`config.mk`:
```
export PLATFORM = sky130hd
export DESIGN_NAME = serial_multiplier_n
export DESIGN_NICKNAME = d
export VERILOG_FILES = /design/src/rtl/serial_multiplier_n.sv
export SDC_FILE = /design/constraint.sdc
export NUM_CORES = 1
export LEC_CHECK = 0
export CORE_ASPECT_RATIO = 2
export CORE_MARGIN = 2
export CORE_UTILIZATION = 45
export CTS_CLUSTER_DIAMETER = 150
export DETAILED_ROUTE_END_ITERATION = 8
export GPL_TIMING_DRIVEN = 0
export PLACE_DENSITY = 0.67
export SLEW_MARGIN = 30
export SYNTH_ARGS = -nofsm -noshare
export SYNTH_HDL_FRONTEND = slang
export SYNTH_SLANG_ARGS = --single-unit
```
`constraint.sdc`:
```
create_clock -name clk -period 3.5 [get_ports clk]
set_clock_uncertainty 0.1 [all_clocks]
set_input_delay 0.35 -clock clk [delete_from_list [all_inputs] [get_ports clk]]
set_output_delay 0.35 -clock clk [all_outputs]
set_load 0.01 [all_outputs]
```
`src/rtl/serial_multiplier_n.sv`:
```
// Radix-2 shift-add sequential multiplier: one partial product per clock, WIDTH clocks per result.
// Optional per-operation two's-complement mode is enabled with SERIAL_MULT_SIGNED_EN.
module serial_multiplier_n #(
  parameter  int WIDTH = 8,
  localparam int CW    = $clog2(WIDTH) + 1
) (
  input  logic               clk,
  input  logic               rst,
  input  logic               start,
  input  logic [WIDTH-1:0]   a,
  input  logic [WIDTH-1:0]   b,
`ifdef SERIAL_MULT_SIGNED_EN
  input  logic               sgn,
`endif
  output logic               busy,
  output logic               done,
  output logic [2*WIDTH-1:0] p,
  output logic [CW-1:0]      cnt
);

  typedef enum logic {IDLE, RUN} state_t;

  localparam logic [CW-1:0] LAST_STEP = CW'(WIDTH - 1);

  state_t               state, state_next;
  logic                 accept, last;
  logic [2*WIDTH-1:0]   a_ext, mcand, acc, addend, sum;
  logic [WIDTH-1:0]     b_sh;
`ifdef SERIAL_MULT_SIGNED_EN
  logic                 sgn_q;
`endif

  // NOTE: sequential state uses non-blocking (<=) so every flop samples pre-edge values.
  always_ff @(posedge clk or posedge rst) begin
    if (rst) state <= IDLE;
    else     state <= state_next;
  end

  // NOTE: every output of this block gets a default first, so no path leaves a latch.
  always_comb begin
    state_next = state;
    accept     = 1'b0;
    last       = 1'b0;
    case (state)
      IDLE: if (start) begin
        accept     = 1'b1;
        state_next = RUN;
      end
      RUN: if (cnt == LAST_STEP) begin
        last       = 1'b1;
        state_next = IDLE;
      end
      default: state_next = IDLE;
    endcase
  end

  assign busy = (state == RUN);

  // The multiplicand is widened once at capture; shifting it left each step gives a*2^k.
  always_comb begin
`ifdef SERIAL_MULT_SIGNED_EN
    a_ext  = sgn ? {{WIDTH{a[WIDTH-1]}}, a} : {{WIDTH{1'b0}}, a};
`else
    a_ext  = {{WIDTH{1'b0}}, a};
`endif
    addend = b_sh[0] ? mcand : '0;
`ifdef SERIAL_MULT_SIGNED_EN
    // The multiplier's sign bit carries weight -2^(W-1), hence the final subtract.
    sum    = (sgn_q && last) ? acc - addend : acc + addend;
`else
    sum    = acc + addend;
`endif
  end

  // NOTE: every datapath register is reset so an aborted run leaves no stale operands behind.
  always_ff @(posedge clk or posedge rst) begin
    if (rst) begin
      mcand <= '0;
      b_sh  <= '0;
      acc   <= '0;
      p     <= '0;
      cnt   <= '0;
      done  <= 1'b0;
`ifdef SERIAL_MULT_SIGNED_EN
      sgn_q <= 1'b0;
`endif
    end else begin
      done <= 1'b0;
      if (accept) begin
        mcand <= a_ext;
        b_sh  <= b;
        acc   <= '0;
        cnt   <= '0;
`ifdef SERIAL_MULT_SIGNED_EN
        sgn_q <= sgn;
`endif
      end else if (state == RUN) begin
        mcand <= mcand << 1;
        b_sh  <= b_sh >> 1;
        if (last) begin
          p    <= sum;
          done <= 1'b1;
          acc  <= '0;
          cnt  <= '0;
        end else begin
          acc  <= sum;
          cnt  <= cnt + CW'(1);
        end
      end
    end
  end

endmodule
```
==> results.cfg <==
[global_route]
track_usage = 0.204
grt_max_degree = 37
grt_pass1_vias = 2631
grt_pass1_wl_um = 12200
grt.overflow.total = 0
antenna_found_initial = 0

[setup_path]
critPathTopFamily = compound AO/OA/AOI/OAI gates
cp_cell_sequence = and2_1 -> ha_1 -> fa_1 -> a21o_2 -> a31oi_2 -> o311ai_1 -> a21oi_1 -> xor2_1 -> o21ai_1
rr_startpoint = b_sh[0]
critPathSlowestCell = dfrtp_1
reg2reg_depth = 9
r2r_setup_slack_ps = 700
setup.worst_path.start = b_sh[0]
start_kind = flip-flop
path_max_fanout = 8
cp.required_ps = 3610
critical_path_arrival_ps = 2900
cp-end-kind = flip-flop
cp.depth = 9
rr_endpoint = p[14]
worstSetupEndpoint = p[14]
worst-path-buf-inv = 0
worstSetupPathType = reg2reg
cp_slowest_stage_delay_ps = 470

[finish]
n_antenna_cell = 0
drive_above_1_share = 0.0727
multi_input_area_mm2 = 0.00159
areaGrowthSynthToFinish_pct = 26.7
fillers = 605
layout.nets = 430
final_area_mm2 = 0.00410
regArea_mm2 = 0.00155

[clock_network]
hold_buffers = 0
cts_tree = yes
cts_resized = 0
clk_latency_ps = 330
cts_max_path_buffers = 2
cts_setup_buffers = 0
numCtsBuffers = 9
cts_max_level = 3
ctsRootBufferMaster = clkbuf_16
clk_pin_slew_ps = 50
cts_sinks = 62

[pwr]
power_frac_clock = 0.295
peakVddDrop_uv = 479
p_leak_nw = 1.87
p_sw_w = 0.00116
pwr-share-seq = 0.348
internal_power_w = 0.00225
power_w = 0.00340
pwr_density_cell_mw_per_mm2 = 830
switching_share = 0.340
p_comb_frac = 0.357

[drt]
drtPass1Iterations = 4
num_vias = 2572
antenna_left = 0
viasPerCell = 5.26
drtIter0Drc = 114
routed_wl_um = 6970
wl_per_cell_um = 14.2
drc = 0

[sta]
rsz0062_at_grt = false
setup_viol = 0
worst_pin_slew_ps = 588
setup_slack_ps = 701
slew_violations = 0
max_freq_ghz = 0.357
min_period_ps = 2800
fin_crit_sh = 0.800
relSlewSlack = 0.608
fin_setup_tns_ps = 0
hold_viol = 0
hold_slack_ps = 240

[synthesis]
synth_cells = 343
ys_seq_area_frac = 0.479
synth_top_area_frac = 0.479
synth_fp_nets = 379
synth.cells.most_frequent = nand2_1 (75), dfrtp_1 (62), o21ai_0 (45), a21oi_1 (18)
synthAdderAreaFrac = 0.0680
syn_area_mm2 = 0.00324
ys_ff_latch = 62
synth_area_leader_cell = dfrtp_1
synth_compound_area_frac = 0.175
synthMuxAreaShare = 0.0495
syn_avg_cell_area_um2 = 9.44
synth_top_family_by_area = compound AO/OA/AOI/OAI gates
async_flop_share = 1.00
yosysMostFrequentCell = nand2_1
synthTopCellsByArea = dfrtp_1 (48%), nand2_1 (8.7%), o21ai_0 (7.0%)
synth_cell_types = 45
ys.warnings.count = 0
yosys.area_share.xor_xnor = 0.0406
synth-edff-count = 0
synth_top_flop_cell = dfrtp_1
yosys.area_share.simple = 0.158

[placement]
port_buffers = 39
gp_congestion = 0.804
place_area_mm2 = 0.00376
dp_hpwl_um = 5350
dp_slack_ps = 776

[floorplan]
core_area_mm2 = 0.00694
num_rows = 43
die_h_um = 124
boundaryPins = 41
start_util = 0.467
die_area_mm2 = 0.00793
die_x_um = 64.0

[status]
status = finished clean

[run]
drv_cap = 0

[min_path]
min_path_type = in2async
[sequential cells by signal, indices dropped and copies added, names as in the netlist]
signal	cells
p	16
done	1
cnt	4
acc	16
mcand	16
b_sh	8
busy	1
[cell type report]
type,count,share of cell area
Inverter,7,0.00702
Multi-Input combinational cell,258,0.388
Buffer,16,0.0171
Tap cell,90,0.0275
Clock inverter,7,0.0275
Sequential cell,62,0.378
Clock buffer,9,0.0549
Timing Repair Buffer,40,0.100
[per-stage QoR]
| step | cells | utilization |
|---|---|---|
| after floorplan | 343 | - |
| after global placement | 472 | 0.539 |
| after detailed placement | 473 | 0.542 |
| after CTS | 489 | 0.591 |
| after global routing | 489 | 0.591 |
| final | 489 | 0.591 |
[layout by cell type (no fill, tap or decap), types with 9 or more instances in the layout]
cell type,n
a21oi_1,18
and2_1,16
clkbuf_1,13
clkbuf_16,9
clkdlybuf4s50_1,39
dfrtp_1,62
ha_1,16
mux2i_1,16
nand2_1,75
o21ai_0,45
o21ai_1,10
[cells by family (layout without fill, tap and decap cells)]
kind of cell    after synthesis  after routing
compound gates               95             95
xor+xnor                     15             15
fa+ha+maj                    17             17
buf+inv                      23             79
flops                        62             62
mux                          16             16
simple gates                115            115
[how the worst min path moves through the flow]
stage,start,endpoint,slack [ps],cells past startpoint
global route,rst,p[3],290,2
global placement,p[1],p[1],360,2
detailed placement,p[1],p[1],360,2
finish,rst,p[3],240,2
CTS,rst,acc[2],250,2
floorplan,b_sh[1],b_sh[0],350,2
[power groups by stage]
stage	Sequential [W]	Combinational, W	Clock, W
final	0.00118	0.00121	0.00101
after global routing	0.00123	0.00138	0.00105
after CTS	0.00119	0.00123	0.00102
after detailed placement	0.00120	0.00122	0
after global placement	0.00119	0.00120	0
after floorplan	0.00120	0.000734	0
[metal layers]
layer,vias to the layer above,global-route usage,routed length (µm)
met4,0,0.111,227
met3,20,0.0560,201
met2,46,0.354,3740
met5,-,0,0
met1,1218,0.223,2800
li1,1288,-,-
Note: power is estimated with default switching activity, not from simulation.
